===== src/rtl/qspi_sim_pkg.sv =====
// Shared types and helpers for the QSPI read-data latency emulator.
package qspi_sim_pkg;

    // Select indices are 4 bits wide, so up to 16 chip selects are supported.
    typedef logic [3:0] sel_idx_t;

    localparam logic [31:0] QSPI_IDLE_DATA = '0;

    function automatic int unsigned lat_width(input int unsigned max);
        return $clog2(max + 1);
    endfunction

endpackage


===== src/rtl/qspi_delay_ram.sv =====
// Circular history buffer (DATA_W x MAX_LAT) written every cycle, with an async read
// at a given offset behind the write pointer and a saturating fill counter.
module qspi_delay_ram #(
    parameter int DATA_W  = 4,
    parameter int MAX_LAT = 8,
    parameter int LAT_W   = 4
) (
    input  logic              clk,
    input  logic              rst,
    input  logic [DATA_W-1:0] i_wr_data,
    input  logic [LAT_W-1:0]  i_rd_lat,
    output logic [DATA_W-1:0] o_rd_data,
    output logic              o_rd_valid
);

    localparam int PTR_W = (MAX_LAT > 1) ? $clog2(MAX_LAT) : 1;
    localparam int EXT_W = LAT_W + 1;
    localparam logic [PTR_W-1:0] LAST_PTR = PTR_W'(MAX_LAT - 1);
    localparam logic [LAT_W-1:0] MAX_FILL = LAT_W'(MAX_LAT);

    logic [DATA_W-1:0] r_buf [MAX_LAT];
    logic [PTR_W-1:0]  r_wp;
    logic [LAT_W-1:0]  r_fill;

    logic [EXT_W-1:0]  w_wp_ext;
    logic [EXT_W-1:0]  w_lat_ext;
    logic [EXT_W-1:0]  w_idx_ext;
    logic [PTR_W-1:0]  w_rd_idx;

    always_ff @(posedge clk) begin
        if (rst) begin
            for (int i = 0; i < MAX_LAT; i++) begin
                r_buf[i] <= '0;
            end
            r_wp   <= '0;
            r_fill <= '0;
        end else begin
            r_buf[r_wp] <= i_wr_data;
            r_wp        <= (r_wp == LAST_PTR) ? '0 : r_wp + 1'b1;
            r_fill      <= (r_fill == MAX_FILL) ? r_fill : r_fill + 1'b1;
        end
    end

    // Modulo subtraction without relying on a power-of-two depth.
    always_comb begin
        w_wp_ext  = EXT_W'(r_wp);
        w_lat_ext = EXT_W'(i_rd_lat);
        if (w_wp_ext >= w_lat_ext) begin
            w_idx_ext = w_wp_ext - w_lat_ext;
        end else begin
            w_idx_ext = w_wp_ext + EXT_W'(MAX_LAT) - w_lat_ext;
        end
        w_rd_idx = PTR_W'(w_idx_ext);
    end

    assign o_rd_data  = r_buf[w_rd_idx];
    assign o_rd_valid = (i_rd_lat <= r_fill);

endmodule


===== src/rtl/qspi_rx_delay_line.sv =====
// QSPI read-data latency emulator: per-select latency latched at transaction start.
// Optional protocol checker enabled by defining QSPI_DELAY_CHECK_EN.
module qspi_rx_delay_line
    import qspi_sim_pkg::*;
#(
    parameter int DATA_W  = 4,
    parameter int MAX_LAT = 8,
    parameter int NUM_SEL = 3,
    localparam int LAT_W  = lat_width(MAX_LAT)
) (
    input  logic                     clk,
    input  logic                     rst,
    input  logic [DATA_W-1:0]        data_in,
    input  logic [NUM_SEL-1:0]       sel_n,
    input  logic [NUM_SEL*LAT_W-1:0] lat_cfg,
    output logic [DATA_W-1:0]        data_out,
    output logic [LAT_W-1:0]         lat_act,
    output logic                     err
);

    localparam logic [LAT_W-1:0] MAX_LAT_L = LAT_W'(MAX_LAT);

    logic [NUM_SEL-1:0] r_sel_prev;
    logic [LAT_W-1:0]   r_lat_q;

    logic               w_start;
    sel_idx_t           w_sel_idx;
    logic [LAT_W-1:0]   w_lat_raw;
    logic [LAT_W-1:0]   w_lat_new;
    logic [LAT_W-1:0]   w_lat_cur;
    logic [DATA_W-1:0]  w_rd_data;
    logic               w_rd_valid;

    assign w_start = (&r_sel_prev) && !(&sel_n);

    // Lowest-index low select wins; scanning downward lets it overwrite the others.
    always_comb begin
        w_sel_idx = '0;
        for (int i = NUM_SEL - 1; i >= 0; i--) begin
            if (!sel_n[i]) begin
                w_sel_idx = sel_idx_t'(i);
            end
        end
        w_lat_raw = '0;
        for (int i = 0; i < NUM_SEL; i++) begin
            if (w_sel_idx == sel_idx_t'(i)) begin
                w_lat_raw = lat_cfg[i*LAT_W +: LAT_W];
            end
        end
    end

    assign w_lat_new = (w_lat_raw > MAX_LAT_L) ? MAX_LAT_L : w_lat_raw;
    assign w_lat_cur = w_start ? w_lat_new : r_lat_q;

    always_ff @(posedge clk) begin
        if (rst) begin
            r_sel_prev <= '1;
            r_lat_q    <= '0;
        end else begin
            r_sel_prev <= sel_n;
            r_lat_q    <= w_lat_cur;
        end
    end

    qspi_delay_ram #(
        .DATA_W (DATA_W),
        .MAX_LAT(MAX_LAT),
        .LAT_W  (LAT_W)
    ) u_ram (
        .clk       (clk),
        .rst       (rst),
        .i_wr_data (data_in),
        .i_rd_lat  (w_lat_cur),
        .o_rd_data (w_rd_data),
        .o_rd_valid(w_rd_valid)
    );

    always_comb begin
        data_out = DATA_W'(QSPI_IDLE_DATA);
        lat_act  = '0;
        if (!rst) begin
            lat_act = w_lat_cur;
            if (w_lat_cur == '0) begin
                data_out = data_in;
            end else if (w_rd_valid) begin
                data_out = w_rd_data;
            end
        end
    end

`ifdef QSPI_DELAY_CHECK_EN
    logic r_err;
    logic w_multi_low;
    logic w_over_lat;

    assign w_multi_low = ($countones(~sel_n) > 1);
    assign w_over_lat  = w_start && (w_lat_raw > MAX_LAT_L);

    always_ff @(posedge clk) begin
        if (rst) begin
            r_err <= 1'b0;
        end else begin
            r_err <= r_err | w_multi_low | w_over_lat;
        end
    end

`ifndef SYNTHESIS
    always_ff @(posedge clk) begin
        if (!rst && !r_err && (w_multi_low || w_over_lat)) begin
            $display("qspi_rx_delay_line warning: multi_low=%0b over_lat=%0b sel_n=%b",
                     w_multi_low, w_over_lat, sel_n);
        end
    end
`endif

    assign err = r_err;
`else
    assign err = 1'b0;
`endif

endmodule


===== config.mk =====
export PLATFORM = sky130hd
export DESIGN_NAME = qspi_rx_delay_line
export DESIGN_NICKNAME = d
export VERILOG_FILES = /design/src/rtl/qspi_sim_pkg.sv /design/src/rtl/qspi_delay_ram.sv /design/src/rtl/qspi_rx_delay_line.sv
export SDC_FILE = /design/constraint.sdc
export NUM_CORES = 1
export LEC_CHECK = 0
export ABC_AREA = 1
export ABC_CLOCK_PERIOD_IN_PS = 8500
export CAP_MARGIN = 10
export CORE_MARGIN = 5
export CORE_UTILIZATION = 45
export CTS_CLUSTER_DIAMETER = 40
export DETAILED_ROUTE_END_ITERATION = 16
export GPL_TIMING_DRIVEN = 0
export PLACE_DENSITY = 0.71
export SLEW_MARGIN = 0
export SYNTH_ARGS = -nofsm -noshare
export SYNTH_HDL_FRONTEND = slang
export SYNTH_SLANG_ARGS = --single-unit

===== constraint.sdc =====
create_clock -name clk -period 8.5 [get_ports clk]
set_input_delay 1.275 -clock clk [delete_from_list [all_inputs] [get_ports clk]]
set_output_delay 1.275 -clock clk [all_outputs]
set_load 0.02 [all_outputs]

==> metrics.md <==
| Metric | Value |
|---|---|
| Number of clock buffers inserted by TritonCTS | `5` |
| R2r endpoint | `u_ram.r_buf[7][1]` |
| Worst Setup End Kind | `primary output` |
| Initial core utilization | `46.3%` |
| Commonest non-fill, non-tap cell in the layout | `nor2_1` |
| Unrepaired setup endpoints after global routing | `no` |
| Sort of element at the start of the critical path | `input pin` |
| Global-route wire length before repair | `9270 um` |
| Fraction of layout instances using a drive strength above 1 | `11.4%` |
| CP Class | `input pin to primary output` |
| Setup total negative slack | `0 ns` |
| Syn_nets | `320` |
| Post-synthesis cell type with the largest combined area | `edfxtp_1` |
| Largest fanout on the critical path | `10` |
| Launch instance of the worst register-to-register path | `u_ram.r_wp[1]` |
| CTS tree | `done` |
| Top post-synthesis cells by area | `edfxtp_1 (38%), dfxtp_1 (11%), nor2_1 (8.6%), nand2_1 (4.9%), ha_1 (4.4%)` |
| Max_slew headroom | `48.8%` |
| Final worst setup slack | `2.20 ns` |
| Clock latency of the later-clocked register in the worst-skew pair | `0.30 ns` |
| Number of enable flip-flop cells after synthesis | `32` |
| Final net count | `355` |
| Worst Tran Pin Value | `0.762 ns` |
| Pin count of the biggest net entering global routing | `15` |
| Maximum count of clock buffers along a single path | `2` |
| Overall fraction of global-route tracks in use | `16.4%` |
| Die span in x | `85.0 um` |
| Fmax | `159 MHz` |
| Required arrival time at the worst endpoint | `7.22 ns` |
| Number of hold-repair buffers added at the cts stage | `0` |
| Number of remaining DRC errors | `0` |
| Synthesized area | `2530 sq um` |
| Final wirelength | `5560 um` |
| Clock-pin slew reported for the worst setup and hold paths after clock tree synthesis | `0.08 ns` |
| Number of antenna violations at the first check in global routing | `0` |
| Flip-flop cell with the highest count after synthesis | `edfxtp_1` |
| Max-cap viol count | `0` |
| Sequential cell area fraction in the yosys report | `49.0%` |
| Power after layout | `0.546 mW` |
| Buffers inserted during post-CTS setup optimization | `0` |
| Grt total ovfl | `0` |
| Vias | `2013` |
| Count of H-tree levels built during CTS | `2` |
| PD cells | `183 nW/um^2` |
| Final setup violating endpoints | `0` |
| Total Die Area | `7230 sq um` |
| Post-DP HPWL | `4330 um` |
| Worst endpoint data arrival time | `5.02 ns` |
| Global Route met2 Usage | `25.6%` |
| Post-synth top area share | `37.9%` |
| Gpl congestion | `0.777` |
| Post-Place Worst Slack | `2.18 ns` |
| Distinct cell type count after synthesis | `36` |
| Drt wl/cell | `14.0 um` |
| Number of global-route vias before repair | `1930` |
| Tcrit/Tclk final | `74.1%` |
| Final Max Tran Viols | `0` |
| Outcome | `finished, final reports clean` |
| Synth async-reset ratio | `0%` |
| Via density per instance | `5.07` |
| Yosys warning total | `0` |
| Residual antenna-violating net count after detailed routing | `0` |
| Final worst hold slack | `0.529 ns` |
| Met1 GRT Util | `21.5%` |
| Hold Path Origin | `u_ram.r_fill[3]` |
| Clk_skew | `0.00273 ns` |
| Leakage Power | `1.28 nW` |
| Type of the tightest min-delay check | `register to register` |
| Boundary Pins | `30` |
| Post-Synthesis Cells | `289` |
| Die H | `85.0 um` |
| Site row count | `27` |
| Buffer cell driving the clock tree root | `clkbuf_8` |
| Clock Sinks | `46` |
| Min cycle time layout | `6.30 ns` |
| Resized cells post-CTS | `0` |
| Length of the first detailed-routing pass in iterations | `5` |
| Number of instances on the worst hold path | `2` |
| Iter 0 DRT Violations | `214` |
| Area Overhead vs Synth | `18.0%` |
| Worst r2r path cells | `3` |
| Most utilized layer in the global route result | `met2` |
| Final hold violation count | `0` |
| Antenna cell count | `0` |
| Count of state elements after synthesis | `46` |
| Number of port buffers | `28` |
| Leading cell types in the layout, fill and taps excluded | `nor2_1 (58), nand2_1 (33), edfxtp_1 (32), inv_1 (28), clkdlybuf4s50_1 (28)` |
| Avg Synthesized Cell Area | `8.76 sq um` |
| Total core area | `5470 sq um` |
| Register-to-register setup slack | `6.34 ns` |
| Worst vdd ir | `0.000122 V` |
| Hold worst-path end | `u_ram.r_fill[3]` |
| Met3 Use GR | `3.50%` |
==> metrics by stage <==
step	area (sq um)	util (%)	cells
3_3_place_gp	2900	53.0	389
5_1_grt	2990	54.6	397
3_5_place_dp	2900	53.0	389
6_report	2990	54.6	397
2_1_floorplan	2530	-	289
4_1_cts	2990	54.6	397
==> layer usage <==
layer / wire, um / part of all wire (%)
met5: 0 / 0
met4: 207 / 3.7
met2: 2620 / 47
met1: 2460 / 44
met3: 274 / 4.9
==> area by class of cell <==
| type | instances | area [sq um] |
|---|---|---|
| timing repair buffer | 28 | 280 |
| buffer | 10 | 41.3 |
| multi-input combinational | 200 | 1130 |
| sequential | 46 | 1240 |
| fill | 528 | 2480 |
| clock inverter | 2 | 12.5 |
| tap | 72 | 90.1 |
| inverter | 33 | 124 |
| clock buffer | 6 | 72.6 |
==> worst max-delay path by stage <==
stage              from           to  cells after the start
2_1_floorplan  sel_n[2]  data_out[0]                     16
3_3_place_gp   sel_n[0]  data_out[1]                     18
3_5_place_dp   sel_n[0]  data_out[1]                     18
4_1_cts        sel_n[0]  data_out[1]                     18
5_1_grt        sel_n[0]  data_out[1]                     18
6_report       sel_n[0]  data_out[2]                     18
==> critical path, cell delays in order <==
cell and delay, ns:
clkdlybuf4s50_1 0.65, nand3_4 0.17, or2_0 0.23, nand2_1 0.09
nor2_2 0.06, nor2_4 0.14, inv_1 0.07, ha_1 0.28
clkbuf_1 0.21, inv_1 0.19, clkbuf_1 0.33, o21ai_0 0.13
o22ai_1 0.26, nand2_1 0.08, nand2_1 0.06, nand2_1 0.06
a21oi_2 0.11, clkdlybuf4s50_1 0.63
==> registers in the layout (all words and copies together), names as in the netlist <==
register / count
u_ram.r_buf: 32
u_ram.r_fill: 4
r_lat_q: 4
u_ram.r_wp: 3
r_sel_prev: 3
==> report_power, final <==
part	internal, mW	total [mW]	switching [mW]
Clock	0.0582	0.132	0.0740
Combinational	0.0583	0.153	0.0949
Sequential	0.255	0.261	0.00567
==> synthesized netlist by cell type (2+ instances only) <==
cell type / count
edfxtp_1: 32
clkbuf_1: 9
o21ai_0: 20
nand2_2: 10
nand3_2: 2
nand4_1: 8
nor2_2: 4
o31ai_1: 8
nor2_1: 58
clkinv_1: 3
inv_2: 2
dfxtp_1: 14
nand2_4: 2
ha_1: 9
a21oi_2: 4
inv_1: 28
nand3_1: 12
or2_0: 2
or2_2: 2
o22ai_1: 8
nand2_1: 33
a21oi_1: 5
==> cell families (layout without fill, tap and decap cells) <==
logic type | Yosys count | count (layout) | share of synthesized area (%)
AOI/OAI and AO/OA | 47 | 47 | 11.3
xor gates and xnor gates | 2 | 2 | 0.692
adders and majority gates | 10 | 10 | 5.24
buffers and inverters | 43 | 79 | 6.52
DFF | 46 | 46 | 49.0
other | 1 | 1 | 0.148
and+or+nand+nor | 140 | 140 | 27.1
Power figures use the tool's default switching activity.
